<file path="src/rtl/ceyloniac_ctrl_pkg.sv">
// rtl/ceyloniac_ctrl_pkg.sv - state encodings, opcodes and mux/ALU codes for the multicycle controller
package ceyloniac_ctrl_pkg;

  typedef enum logic [3:0] {
    S_IDLE    = 4'd0,
    S_FETCH   = 4'd1,
    S_DECODE  = 4'd2,
    S_MEMADR  = 4'd3,
    S_MEMRD   = 4'd4,
    S_MEMWB   = 4'd5,
    S_MEMWR   = 4'd6,
    S_EXECUTE = 4'd7,
    S_ALUWB   = 4'd8,
    S_BRANCH  = 4'd9,
    S_ADDIEX  = 4'd10,
    S_ADDIWB  = 4'd11,
    S_JUMP    = 4'd12,
    S_ILLEGAL = 4'd13
  } state_t;

  localparam logic [5:0] OP_RTYPE = 6'b000000;
  localparam logic [5:0] OP_J     = 6'b000010;
  localparam logic [5:0] OP_BEQ   = 6'b000100;
  localparam logic [5:0] OP_ADDI  = 6'b001000;
  localparam logic [5:0] OP_LW    = 6'b100011;
  localparam logic [5:0] OP_SW    = 6'b101011;

  localparam logic [1:0] SRCB_REG     = 2'b00;
  localparam logic [1:0] SRCB_FOUR    = 2'b01;
  localparam logic [1:0] SRCB_IMM     = 2'b10;
  localparam logic [1:0] SRCB_IMM_SH2 = 2'b11;

  localparam logic [1:0] ALU_ADD   = 2'b00;
  localparam logic [1:0] ALU_SUB   = 2'b01;
  localparam logic [1:0] ALU_FUNCT = 2'b10;

  localparam logic [1:0] PC_ALU    = 2'b00;
  localparam logic [1:0] PC_ALUOUT = 2'b01;
  localparam logic [1:0] PC_JUMP   = 2'b10;

endpackage

</file>
<file path="src/rtl/ceyloniac_ctrl_next_state.sv">
// rtl/ceyloniac_ctrl_next_state.sv - combinational next-state logic of the multicycle controller
module ceyloniac_ctrl_next_state
  import ceyloniac_ctrl_pkg::*;
#(
  parameter int OPCODE_WIDTH = 6
) (
  input  state_t                  state,
  input  logic [OPCODE_WIDTH-1:0] opcode,
  input  logic                    mem_ready,
  output state_t                  next_state
);

  // Opcode is only looked at in DECODE and MEMADR; memory states wait on mem_ready
  always_comb begin
    next_state = S_IDLE;
    case (state)
      S_IDLE:    next_state = S_FETCH;
      S_FETCH:   next_state = mem_ready ? S_DECODE : S_FETCH;
      S_DECODE: begin
        if (opcode == OPCODE_WIDTH'(OP_LW) || opcode == OPCODE_WIDTH'(OP_SW))
          next_state = S_MEMADR;
        else if (opcode == OPCODE_WIDTH'(OP_RTYPE))
          next_state = S_EXECUTE;
        else if (opcode == OPCODE_WIDTH'(OP_BEQ))
          next_state = S_BRANCH;
        else if (opcode == OPCODE_WIDTH'(OP_ADDI))
          next_state = S_ADDIEX;
        else if (opcode == OPCODE_WIDTH'(OP_J))
          next_state = S_JUMP;
        else
          next_state = S_ILLEGAL;
      end
      S_MEMADR:  next_state = (opcode == OPCODE_WIDTH'(OP_LW)) ? S_MEMRD : S_MEMWR;
      S_MEMRD:   next_state = mem_ready ? S_MEMWB : S_MEMRD;
      S_MEMWB:   next_state = S_FETCH;
      S_MEMWR:   next_state = mem_ready ? S_FETCH : S_MEMWR;
      S_EXECUTE: next_state = S_ALUWB;
      S_ALUWB:   next_state = S_FETCH;
      S_BRANCH:  next_state = S_FETCH;
      S_ADDIEX:  next_state = S_ADDIWB;
      S_ADDIWB:  next_state = S_FETCH;
      S_JUMP:    next_state = S_FETCH;
      S_ILLEGAL: next_state = S_FETCH;
      default:   next_state = S_IDLE;
    endcase
  end

endmodule

</file>
<file path="src/rtl/ceyloniac_multicycle_control_unit.sv">
// rtl/ceyloniac_multicycle_control_unit.sv - Moore main controller for the multicycle MIPS-subset core
module ceyloniac_multicycle_control_unit
  import ceyloniac_ctrl_pkg::*;
#(
  parameter int OPCODE_WIDTH = 6,
  parameter int STATE_WIDTH  = 4
) (
  input  logic                    clk,
  input  logic                    rst_n,
  input  logic [OPCODE_WIDTH-1:0] opcode,
  input  logic                    zero,
  input  logic                    mem_ready,
  output logic                    mem_req,
  output logic                    mem_write,
  output logic                    iord,
  output logic                    ir_write,
  output logic                    pc_write,
  output logic                    reg_write,
  output logic                    reg_dst,
  output logic                    mem_to_reg,
  output logic                    alu_src_a,
  output logic [1:0]              alu_src_b,
  output logic [1:0]              alu_op,
  output logic [1:0]              pc_src,
  output logic                    illegal_op,
  output logic [STATE_WIDTH-1:0]  state_dbg
);

  state_t state;
  state_t next_state;

  ceyloniac_ctrl_next_state #(
    .OPCODE_WIDTH (OPCODE_WIDTH)
  ) u_next_state (
    .state      (state),
    .opcode     (opcode),
    .mem_ready  (mem_ready),
    .next_state (next_state)
  );

  // State register; reset drops straight to IDLE so no write enable survives
  always_ff @(posedge clk or negedge rst_n) begin
    if (!rst_n) state <= S_IDLE;
    else        state <= next_state;
  end

  assign state_dbg = STATE_WIDTH'(state);

  // Moore decode; only the FETCH IR/PC loads look at mem_ready so they fire once per fetch
  always_comb begin
    mem_req    = 1'b0;
    mem_write  = 1'b0;
    iord       = 1'b0;
    ir_write   = 1'b0;
    pc_write   = 1'b0;
    reg_write  = 1'b0;
    reg_dst    = 1'b0;
    mem_to_reg = 1'b0;
    alu_src_a  = 1'b0;
    alu_src_b  = SRCB_REG;
    alu_op     = ALU_ADD;
    pc_src     = PC_ALU;
    illegal_op = 1'b0;
    case (state)
      S_FETCH: begin
        mem_req   = 1'b1;
        alu_src_b = SRCB_FOUR;
        ir_write  = mem_ready;
        pc_write  = mem_ready;
      end
      S_DECODE:  alu_src_b = SRCB_IMM_SH2;
      S_MEMADR: begin
        alu_src_a = 1'b1;
        alu_src_b = SRCB_IMM;
      end
      S_MEMRD: begin
        mem_req = 1'b1;
        iord    = 1'b1;
      end
      S_MEMWB: begin
        reg_write  = 1'b1;
        mem_to_reg = 1'b1;
      end
      S_MEMWR: begin
        mem_req   = 1'b1;
        mem_write = 1'b1;
        iord      = 1'b1;
      end
      S_EXECUTE: begin
        alu_src_a = 1'b1;
        alu_op    = ALU_FUNCT;
      end
      S_ALUWB: begin
        reg_write = 1'b1;
        reg_dst   = 1'b1;
      end
      S_BRANCH: begin
        alu_src_a = 1'b1;
        alu_op    = ALU_SUB;
        pc_src    = PC_ALUOUT;
        pc_write  = zero;
      end
      S_ADDIEX: begin
        alu_src_a = 1'b1;
        alu_src_b = SRCB_IMM;
      end
      S_ADDIWB:  reg_write = 1'b1;
      S_JUMP: begin
        pc_src   = PC_JUMP;
        pc_write = 1'b1;
      end
      S_ILLEGAL: illegal_op = 1'b1;
      default: ;
    endcase
  end

endmodule

</file>
<file path="config.mk">
export PLATFORM = sky130hd
export DESIGN_NAME = ceyloniac_multicycle_control_unit
export DESIGN_NICKNAME = d
export VERILOG_FILES = /design/src/rtl/ceyloniac_ctrl_pkg.sv /design/src/rtl/ceyloniac_ctrl_next_state.sv /design/src/rtl/ceyloniac_multicycle_control_unit.sv
export SDC_FILE = /design/constraint.sdc
export NUM_CORES = 1
export LEC_CHECK = 0
export BUFFER_PORTS_ARGS = -buffer_cell sky130_fd_sc_hd__buf_2
export CORE_MARGIN = 5
export CORE_UTILIZATION = 35
export DETAILED_ROUTE_END_ITERATION = 8
export GPL_ROUTABILITY_DRIVEN = 1
export PLACE_DENSITY = 0.74
export SLEW_MARGIN = 40
export SYNTH_ARGS = -nofsm -noshare
export SYNTH_HDL_FRONTEND = slang
export SYNTH_SLANG_ARGS = --single-unit
export TNS_END_PERCENT = 20
</file>
<file path="constraint.sdc">
create_clock -name clk -period 2.9 [get_ports clk]
set_input_delay 0.435 -clock clk [delete_from_list [all_inputs] [get_ports clk]]
set_output_delay 0.435 -clock clk [all_outputs]
set_load 0.1 [all_outputs]
</file>
# ---- Word-level counts from Yosys, hierarchy flattened
# Cells that the tools add are included.
dict set report word_totals {
  output_inout_bits 20
  wordCells 51
  inputBits 10
  register_bits 4
}
dict set report classes {
  reduce_logical 9
  eq_ne 18
  muxes 23
}
# cell count
set op_table {}
lappend op_table {{4-bit one-hot mux with 8 select lines} 1}
lappend op_table {{4-bit == test, second input constant} 6}
lappend op_table {{4-bit by 3-bit == test with 1-bit output, second input constant} 4}
lappend op_table {{4-bit two-way mux} 4}
lappend op_table {{6-bit == test, second input constant} 2}
lappend op_table {{1-bit two-way mux} 11}
lappend op_table {{4-bit by 2-bit == test with 1-bit output, second input constant} 2}
lappend op_table {{2-bit one-hot mux with 2 select lines} 2}
lappend op_table {{7-bit OR reduction} 1}
lappend op_table {{6-bit by 2-bit == test with 1-bit output, second input constant} 1}
lappend op_table {{6-bit by 3-bit == test with 1-bit output, second input constant} 1}
lappend op_table {{6-bit by 4-bit == test with 1-bit output, second input constant} 1}
lappend op_table {{6-bit zero test} 1}
lappend op_table {{2-bit one-hot mux with 3 select lines} 1}
lappend op_table {{3-bit OR reduction} 2}
lappend op_table {{4-bit by 1-bit == test with 1-bit output, second input constant} 1}
lappend op_table {{4-bit zero test} 1}
lappend op_table {{2-bit two-way mux} 2}
lappend op_table {{2-bit OR reduction} 2}
lappend op_table {{4-bit OR reduction} 1}
lappend op_table {{3-bit two-way mux} 1}
lappend op_table {{1-bit one-hot mux with 3 select lines} 1}
lappend op_table {{1-bit logical OR} 1}

# ---- Depth between registers and ports, before layout
dict set report depth {
  word_depth 7
  mapped_depth 5
  mapped_depth_nobuf 3
}

# ---- Cells and area by module
# Synthesis repeated with hierarchy kept, for this count alone.
dict set report hier_totals {
  cells_unflattened 78
  area_unflattened_um2 574.3
}
# module cells_per_inst area_each_um2 instances seq_area_each_um2
set modules_own_cells {}
lappend modules_own_cells {ceyloniac_multicycle_control_unit 39 314.1 1 100.1}
lappend modules_own_cells {ceyloniac_ctrl_next_state 39 260.2 1 0.0}

# ---- Least setup slack after synthesis
# OpenSTA, ideal clock, no wires.
dict set report synth_timing {
  path_kind {register to output}
  start {reg state[0], in the netlist state_dbg[0]}
  end {out ir_write}
  t_arrival_ps 4462
  path_stages_with_launch 4
  required_ps 2465
  path_buffers 1
  path_slack_ps -1997
  path_cell_list {dfrtp_1 buf_6 nand2b_2 nor4b_1}
}
dict set report synth_via {
  elab_chain_len 2
}
# item line_no
set synth_lines {}
lappend synth_lines {{start, declared} ceyloniac_multicycle_control_unit.sv:29} ;# state_t state;
lappend synth_lines {{start signal, assigned} ceyloniac_multicycle_control_unit.sv:44} ;# else state <= next_state;
lappend synth_lines {{4-bit by 1-bit == test with 1-bit output} ceyloniac_multicycle_control_unit.sv:64} ;# case (state)
lappend synth_lines {{1-bit two-way mux} ceyloniac_multicycle_control_unit.sv:64}
lappend synth_lines {{end, declared} ceyloniac_multicycle_control_unit.sv:16} ;# output logic ir_write,
# Every way passes these cells.

# ---- Worst setup path after layout
# Same ends and word-level chain as after synthesis.

==> impl_metrics.env <==
export IMPL_yosysMostFrequentCell="nor2_1"
export IMPL_crit_path_max_fanout=21
export IMPL_synth_ff_type="dfrtp_1"
export IMPL_synthTopCellsByArea="dfrtp_1 18%, nor2_1 6.6%, buf_6 5.9%, mux2i_1 5.3%, nand2b_1 4.4%"
export IMPL_clock_fmax_ghz=0.401
export IMPL_maxCapViolations=0
export IMPL_synth_edff_count=0
export IMPL_status="finished clean"
export IMPL_hold_class="input pin to async pin"
export IMPL_cts_root_buf="clkbuf_4"
export IMPL_dieArea_mm2=0.00253
export IMPL_numCtsBuffers=3
export IMPL_wl_mm=1.61
export IMPL_core_area_mm2=0.00152
export IMPL_drv_slew=0
export IMPL_grt_pass1_vias=608
export IMPL_num_rows=14
export IMPL_rsz0062_at_grt="false"
export IMPL_hold_slack_ps=524
export IMPL_synth_cells=73
export IMPL_worst_slack_ps=406
export IMPL_start_kind="flop"
export IMPL_vias_per_cell=5.70
export IMPL_cpMaxStageDelayCell="dfrtp_1"
export IMPL_syn_num_nets=83
export IMPL_routabilityCongestion=0.845
export IMPL_dp_slack_ps=657
export IMPL_drt_iter0_drc=9
export IMPL_crit_family="flip-flops"
export IMPL_drc=0
export IMPL_grt_overflow=0
export IMPL_syn_area_um2=569
export IMPL_finalClockSkew_ps=2.66
export IMPL_slew_headroom_pct=58.0
export IMPL_cts_max_level=1
export IMPL_vias=656
export IMPL_die_width_um=50.3
export IMPL_boundaryPins=30
export IMPL_clock_path_buffers=2
export IMPL_critical_path_max_stage_delay_ps=730
export IMPL_clk_pin_slew_ps=40
export IMPL_grt_pass1_wl_mm=2.87
export IMPL_grt_use_total_pct=14.2
export IMPL_cp_num_buf_inv=1
export IMPL_portBuffers=29
export IMPL_layout_drive_gt1_share_pct=46.5
export IMPL_critPathRequiredTime_ps=2470
export IMPL_async_flop_share_pct=100
export IMPL_largest_reg_flops=4
export IMPL_syn_avg_cell_area_um2=7.80
export IMPL_setup_viol=0
export IMPL_syn2layout_area_growth_pct=33.4
export IMPL_dp_cells=111
export IMPL_ant_nets=0
export IMPL_ys_types=39
export IMPL_endpoint_kind="output port"
export IMPL_period_share_pct=86.0
export IMPL_grt_max_degree=22
export IMPL_insertion_delay_ps=240
export IMPL_instances_no_fill=115
export IMPL_antenna_found_initial=0
export IMPL_netlist_area_leader_share_pct=17.6
export IMPL_hold_viol_final=0
export IMPL_worstPathCellList="nand2b_2 > nor4b_4 > buf_2"
export IMPL_cts_setup_buffers=0
export IMPL_fp_dieH_um=50.3
export IMPL_synthTopCellsByCount="10 x nor2_1, 4 x a21oi_1, 4 x clkbuf_1, 4 x dfrtp_1, 4 x nand2b_1"
export IMPL_ys_ff_latch=4
export IMPL_start_util_pct=37.4
export IMPL_worst_slew_pin_slew_ps=630
export IMPL_crit_type="flop to output port"
export IMPL_synth_area_leader_cell="dfrtp_1"
export IMPL_yosys_warnings=0
export IMPL_wl_per_cell_um=14.0
export IMPL_diodes=0
export IMPL_tritoncts="yes"
export IMPL_period_minus_slack_ps=2490
export IMPL_dpl_hpwl_mm=1.20
export IMPL_drtPass1Iterations=4
export IMPL_synth_seq_area_share_pct=17.6
export IMPL_fin_nets=111
export IMPL_clkSinkCount=4
export IMPL_arrival_ps=2060
-- worst paths after layout --
| kind | startpoint | to | slack (ps) | depth (start not counted) |
|---|---|---|---|---|
| hold reg to reg | state_dbg[1] | state_dbg[0] | 780 | 1 |
| setup / recovery | state_dbg[0] | ir_write | 410 | 3 |
| min in group clk | opcode[4] | state_dbg[3] | 580 | 3 |
| max in group asynchronous | rst_n | state_dbg[2] | 2260 | 2 |
| setup reg to reg | state_dbg[3] | state_dbg[0] | 1020 | 4 |
| hold / removal | rst_n | state_dbg[0] | 520 | 2 |
-- what timing repair did --
action / in CTS / in global routing
hold endpoints to repair: 4 / 0
resized for setup: 0 / 0
hold buffers: 1 / 0
-- cells in the final DEF (no fill, tap or decap), drive strengths merged, types with 3 or more instances in the layout --
| cell | count |
|---|---|
| clkbuf | 3 |
| nand2b | 6 |
| nor2 | 10 |
| dfrtp | 4 |
| a21oi | 4 |
| mux2i | 3 |
| nand2 | 3 |
| nor3 | 3 |
| buf | 30 |
-- per-stage QoR --
| stage | TNS (ps) | instance area, um2 | utilization [%] |
|---|---|---|---|
| finish | 0 | 759 | 49.8 |
| global route | 0 | 759 | 49.8 |
| CTS | 0 | 759 | 49.8 |
| detailed placement | 0 | 727 | 47.7 |
| global placement | 0 | 727 | 47.7 |
| floorplan | -3650 | 611 | - |
-- cells by family after synthesis --
kind of cell | Yosys count | synth area share, %
simple gates | 37 | 38.9
xor+xnor | 1 | 1.54
mux | 3 | 5.27
compound gates | 20 | 26.8
buf+inv | 8 | 9.89
flops | 4 | 17.6
-- final cells by class --
cell class	instances	area (um2)
Timing Repair Buffer	31	163
Tap cell	16	20.0
Fill cell	145	764
Multi-Input combinational cell	61	454
Sequential cell	4	100
Clock buffer	3	22.5
-- routing by layer --
metal	up-vias	wire length (um)	GRT usage, %
met3	4	83	1.78
met5	-	0	0
li1	327	-	-
met2	15	850	24.3
met1	310	650	17.5
met4	0	21	6.38
Power is left out: the tool's default activity adds up to more than one toggle a clock period on the data nets, which glitch-free logic cannot reach.
